===== config.mk =====
export PLATFORM = sky130hd
export DESIGN_NAME = mem_port_arbiter
export DESIGN_NICKNAME = d
export VERILOG_FILES = /design/src/rtl/mem_port_arbiter.sv
export SDC_FILE = /design/constraint.sdc
export NUM_CORES = 1
export LEC_CHECK = 0
export BUFFER_PORTS_ARGS = -buffer_cell sky130_fd_sc_hd__clkbuf_2
export CAP_MARGIN = 5
export CORE_AREA = 2 2 105 107
export DETAILED_ROUTE_END_ITERATION = 8
export DIE_AREA = 0 0 107 109
export MAX_ROUTING_LAYER = met4
export PLACE_DENSITY = 0.5
export SYNTH_ARGS = -nofsm -noshare
export SYNTH_HDL_FRONTEND = slang
export SYNTH_SLANG_ARGS = --single-unit
export TNS_END_PERCENT = 1

===== constraint.sdc =====
create_clock -name clk -period 2.6 [get_ports clk]
set_input_delay 0.52 -clock clk [delete_from_list [all_inputs] [get_ports clk]]
set_output_delay 0.52 -clock clk [all_outputs]
set_load 0.02 [all_outputs]

===== src/rtl/mem_port_arbiter.sv =====
// Arbitrates one single-port synchronous memory between instruction fetch and data ports.
// Optional statistics counters are compiled in with ARB_STATS_EN.
module mem_port_arbiter #(
  parameter int ADDR_W     = 32,
  parameter int DATA_W     = 32,
  parameter int RD_LATENCY = 1,
  parameter int MAX_STREAK = 4
) (
  input  logic              clk,
  input  logic              rst,
  input  logic              if_req,
  input  logic [ADDR_W-1:0] if_addr,
  output logic              if_gnt,
  output logic              if_rvalid,
  output logic [DATA_W-1:0] if_rdata,
  input  logic              d_req,
  input  logic              d_we,
  input  logic [ADDR_W-1:0] d_addr,
  input  logic [DATA_W-1:0] d_wdata,
  output logic              d_gnt,
  output logic              d_rvalid,
  output logic [DATA_W-1:0] d_rdata,
`ifdef ARB_STATS_EN
  output logic [31:0]       conflict_cnt,
  output logic [31:0]       starve_cnt,
`endif
  output logic              m_en,
  output logic              m_we,
  output logic [ADDR_W-1:0] m_addr,
  output logic [DATA_W-1:0] m_wdata,
  input  logic [DATA_W-1:0] m_rdata
);

  localparam int SW = $clog2(MAX_STREAK + 1);
  localparam logic [SW-1:0] MAX_S = SW'(MAX_STREAK);

  typedef enum logic {
    PRIO_DATA  = 1'b0,
    PRIO_FETCH = 1'b1
  } state_t;

  state_t                r_state, w_state_nxt;
  logic [SW-1:0]         r_streak, w_streak_nxt, w_streak_inc;
  logic                  w_if_gnt, w_d_gnt;
  logic                  w_rd_push, w_rd_own;
  logic [RD_LATENCY-1:0] r_tag_v, r_tag_own;

  // Grants are held low during reset regardless of requests.
  always_comb begin
    w_if_gnt = 1'b0;
    w_d_gnt  = 1'b0;
    if (!rst) begin
      if (r_state == PRIO_DATA) begin
        if (d_req)       w_d_gnt  = 1'b1;
        else if (if_req) w_if_gnt = 1'b1;
      end else begin
        if (if_req)      w_if_gnt = 1'b1;
        else if (d_req)  w_d_gnt  = 1'b1;
      end
    end
  end

  always_comb begin
    w_state_nxt  = r_state;
    w_streak_nxt = r_streak;
    w_streak_inc = (r_streak == MAX_S) ? r_streak : r_streak + SW'(1);
    if (w_if_gnt || !if_req) begin
      w_streak_nxt = '0;
      if (r_state == PRIO_FETCH) w_state_nxt = PRIO_DATA;
    end else if (w_d_gnt) begin
      if (w_streak_inc == MAX_S) begin
        w_state_nxt  = PRIO_FETCH;
        w_streak_nxt = '0;
      end else begin
        w_streak_nxt = w_streak_inc;
      end
    end
  end

  always_ff @(posedge clk or posedge rst) begin
    if (rst) begin
      r_state  <= PRIO_DATA;
      r_streak <= '0;
    end else begin
      r_state  <= w_state_nxt;
      r_streak <= w_streak_nxt;
    end
  end

  assign if_gnt  = w_if_gnt;
  assign d_gnt   = w_d_gnt;
  assign m_en    = w_if_gnt | w_d_gnt;
  assign m_we    = w_d_gnt & d_we;
  assign m_addr  = w_d_gnt ? d_addr : (w_if_gnt ? if_addr : '0);
  assign m_wdata = (w_d_gnt & d_we) ? d_wdata : '0;

  // Tag pipeline tracks who owns each in-flight read; owner 1 = fetch.
  assign w_rd_push = w_if_gnt | (w_d_gnt & ~d_we);
  assign w_rd_own  = w_if_gnt;

  always_ff @(posedge clk or posedge rst) begin
    if (rst) begin
      r_tag_v   <= '0;
      r_tag_own <= '0;
    end else begin
      r_tag_v[0]   <= w_rd_push;
      r_tag_own[0] <= w_rd_own;
      for (int i = 1; i < RD_LATENCY; i++) begin
        r_tag_v[i]   <= r_tag_v[i-1];
        r_tag_own[i] <= r_tag_own[i-1];
      end
    end
  end

  assign if_rvalid = r_tag_v[RD_LATENCY-1] &  r_tag_own[RD_LATENCY-1];
  assign d_rvalid  = r_tag_v[RD_LATENCY-1] & ~r_tag_own[RD_LATENCY-1];
  assign if_rdata  = m_rdata;
  assign d_rdata   = m_rdata;

`ifdef ARB_STATS_EN
  logic [31:0] r_conflict_cnt, r_starve_cnt;

  always_ff @(posedge clk or posedge rst) begin
    if (rst) begin
      r_conflict_cnt <= '0;
      r_starve_cnt   <= '0;
    end else begin
      if (if_req && d_req) r_conflict_cnt <= r_conflict_cnt + 32'd1;
      if (r_state == PRIO_DATA && w_state_nxt == PRIO_FETCH)
        r_starve_cnt <= r_starve_cnt + 32'd1;
    end
  end

  assign conflict_cnt = r_conflict_cnt;
  assign starve_cnt   = r_starve_cnt;
`endif

endmodule

# After elaboration in Yosys (flattened, before gate mapping)

Cells that the tools add are included.

Register bits after elaboration: 6
Word-level logic and storage cells: 38

$add $sub $neg: 1
Equal/unequal tests: 2
Mux-type cells: 18
Bitwise logic cells: 8
Reduce and logical (&&, ||, !) cells: 5

Operators by type and width:

| kind                  | number |
|---|---|
| $mux W32              | 3 |
| $mux W3               | 4 |
| $mux W1               | 11 |
| $eq A3 B3 Y1 const B  | 2 |
| $and A1 B1 Y1         | 4 |
| $reduce_bool A2 Y1    | 2 |
| $add A3 B1 Y3 const B | 1 |
| $not A1 Y1            | 2 |
| $or A1 B1 Y1          | 2 |
| $reduce_and A2 Y1     | 1 |
| $logic_not A1 Y1      | 1 |
| $logic_or A1 B1 Y1    | 1 |

# Longest topological paths before layout

Word-level depth: 7
Depth in mapped cells: 6

# Worst setup path before layout

No wires, ideal clock.

Path type: input to output
Start: input port rst
End: output port m_wdata[19]
Data arrival time: 1.501 ns
Required time: 2.080 ns
Path slack: 0.579 ns
Stages on the path: 4
Buffers on the path: 1
Path through: inv_2 -> and3_4 -> clkbuf_1 -> and3_1

Word-level cells in the longest chain between the ends: 3

Ends and longest elaborated chain:

| item            | line | text |
|---|---|---|
| from (decl)     | 10   | `input logic rst,` |
| $mux W1         | 52   | `if (!rst) begin` |
| named net d_gnt | 20   | `output logic d_gnt,` |
| $and A1 B1 Y1   | 95   | `assign m_wdata = (w_d_gnt & d_we) ? d_wdata : '0;` |
| $mux W32        | 95   |  |
| to (decl)       | 30   | `output logic [DATA_W-1:0] m_wdata,` |

The timed path passes the listed nets, and every way through them passes these cells.

# Worst setup path in the final report

Start: input port rst
End: output port m_addr[31]

Word-level cells in the longest chain between the ends: 3
Elaborated cells on any way between the ends: 4
Classes of those cells: mux (4)

Ends and longest elaborated chain:

| item       | line | text |
|---|---|---|
| $mux W1    | 52   |  |
| $mux W32   | 94   | `assign m_addr = w_d_gnt ? d_addr : (w_if_gnt ? if_addr : '0);` |
| $mux W32 * | 94   |  |
| to (decl)  | 29   | `output logic [ADDR_W-1:0] m_addr,` |

Every way passes the cells marked *; elsewhere a longest branch is shown, timed or not.

==> results.txt <==
Ys Warns: 0
Slew HR: 67.9%
Drt total wl: 5010 um
HP Class: in -> async
Power Density: 262 nW/um2
Library cells used by synthesis: 26
Post-route ant nets: 0
CP Data Required Time: 2080 ps
Avg Vias per Cell: 3.81
Remaining DRCs: 0
Fmax: 442 MHz
Max-cap violations: 0
Clk slew on worst S/H paths: 30 ps
FP Rows: 38
Crit end category: output port
Commonest non-fill, non-tap cell in the layout: clkbuf_2
Reg-to-reg setup timing slack: 1180 ps
GRT Residual Overflow: 0
Synth-to-Final Area Change: 38.2%
Share of layout cells above drive strength 1: 64.2%
Hold slack: 215 ps
Final worst path period share: 87.1%
Area of the multi-input gates: 673 um2
Gp weighted congestion: 0.741
DIE WIDTH: 107 um
Setup WS post-layout: 336 ps
Worst slew pin tran: 481 ps
Area after DPL: 1900 um2
Clk buf depth: 2
Reg-to-reg startpoint: r_streak[0]
Post-route cell area: 1950 um2
Chip Height: 109 um
Status: completed
Nets: 416
Max VDD drop: 0.101 mV
Post-synthesis sequential area ratio: 10.7%
RSZ-0062 raised after global routing: no
Drt initial violations: 89
H-tree levels: 1
# Post-CTS Setup Buffers: 0
FF-to-FF End: r_state
Cells after Synth: 182
Cell accounting for the most synthesized area: buf_4
CP Launch Type: input port
Synth area leaders: buf_4, a22o_1, and3_1
P_leak: 1.24 nW
Crit path kind: in -> out
Initial antenna violation count: 0
CP Data Arrival Time: 1740 ps
Fin. Hold Viols: 0
Die area: 11700 um2
Post-CTS Resized: 0
Syn Nets: 317
Largest net degree at the start of global routing: 55
Avg Cell Area, Syn: 7.73 um2
Avg WL per Cell: 12.0 um
Yosys reg bits: 6
Vias in the first global route: 1361
CTS Root Buffer Type: clkbuf_8
PortBufs: 170
Final number of setup-violating endpoints: 0
Core area: 10600 um2
Most frequent cells in the layout: clkbuf_2, and3_1, a22o_1
Worst-Skew Late Latency: 220 ps
Hold_buf cts: 0
Starting Density: 13.3%
Most frequently used flop master after synthesis: dfrtp_1
Storage cell area: 150 um2
Reg2reg path depth: 5
Post-layout minimum cycle time: 2260 ps
Post-synth top area share: 34.1%
Fin Clk Skew: 1.27 ps
TritonCTS clock tree: done
Final HPWL DP: 4320 um
Fillers: 1190
Ports: 267
Synth async-reset ratio: 100%
Dpl ws: 305 ps
Post-synth EDFFs: 0
Vias after detailed routing: 1597
First-pass GRT wire length: 6730 um
Max FO, Critical Path: 54
CTS buffer count: 3
Slew Viols, Final: 0
Clk sink count: 6
N_diodes: 0
First-pass DRT Iterations: 4
Setup TNS: 0 ps
Total GRT Usage: 7.37%
Mapped cell area: 1410 um2
## how the worst max path moves through the flow
stage / start / endpoint / slack [ps] / cells past startpoint
finish: rst / m_addr[31] / 340 / 6
global route: rst / m_addr[31] / 200 / 6
CTS: rst / m_addr[6] / 300 / 6
floorplan: rst / m_wdata[19] / 580 / 4
detailed placement: rst / m_addr[6] / 310 / 6
global placement: rst / m_addr[31] / 360 / 6
## synth_stat cells (all sizes together) (2+ instances only)
cell,instances
ha,2
and2,2
nor2,4
and3,34
clkbuf,5
inv,4
dfrtp,6
nand2,5
a22o,32
buf,73
nor2b,2
o21ai,2
nand2b,2
a21oi,2
## registers in the layout, summed over array words and instances, names as in the netlist
signal / cells
r_state: 1
r_tag_v: 1
r_streak: 3
r_tag_own: 1
## layout make-up
class	instances	share of cell area (%)
tap	140	9.00
sequential	6	7.72
clock buffer	3	2.12
timing repair buffer	172	45.8
multi-input combinational	94	34.6
inverter	4	0.772
## power by group
| part | switching (mW) | internal [mW] |
|---|---|---|
| clock network | 0.0377 | 0.0992 |
| logic | 0.149 | 0.125 |
| registers | 0.00170 | 0.0968 |
## layer usage
metal / vias up / share of wire (%) / track usage, %
met5: - / 0 / -
met4: 0 / 1.2 / 1.67
met3: 13 / 11 / 2.21
met2: 99 / 48 / 12.7
met1: 708 / 39 / 8.48
li1: 777 / - / -
## worst max-delay path: stages
cell,delay (ps)
clkbuf_2,110
inv_2,160
and3_4,320
buf_12,230
a22o_1,190
clkbuf_2,180
## logic make-up after synthesis
group           synth area share [%]
flops                           10.7
compound gates                  23.6
simple gates                    21.8
mux                            0.711
fa+ha+maj                       1.78
buf+inv                         41.5
## through the flow
step	std cells	total power [mW]	util [%]
5_1_grt	419	0.545	18.4
6_report	419	0.510	18.4
4_1_cts	419	0.519	18.4
2_1_floorplan	182	0.388	-
3_5_place_dp	416	0.376	18.0
3_3_place_gp	416	0.376	18.0
Note: power is estimated with default switching activity, not from simulation.
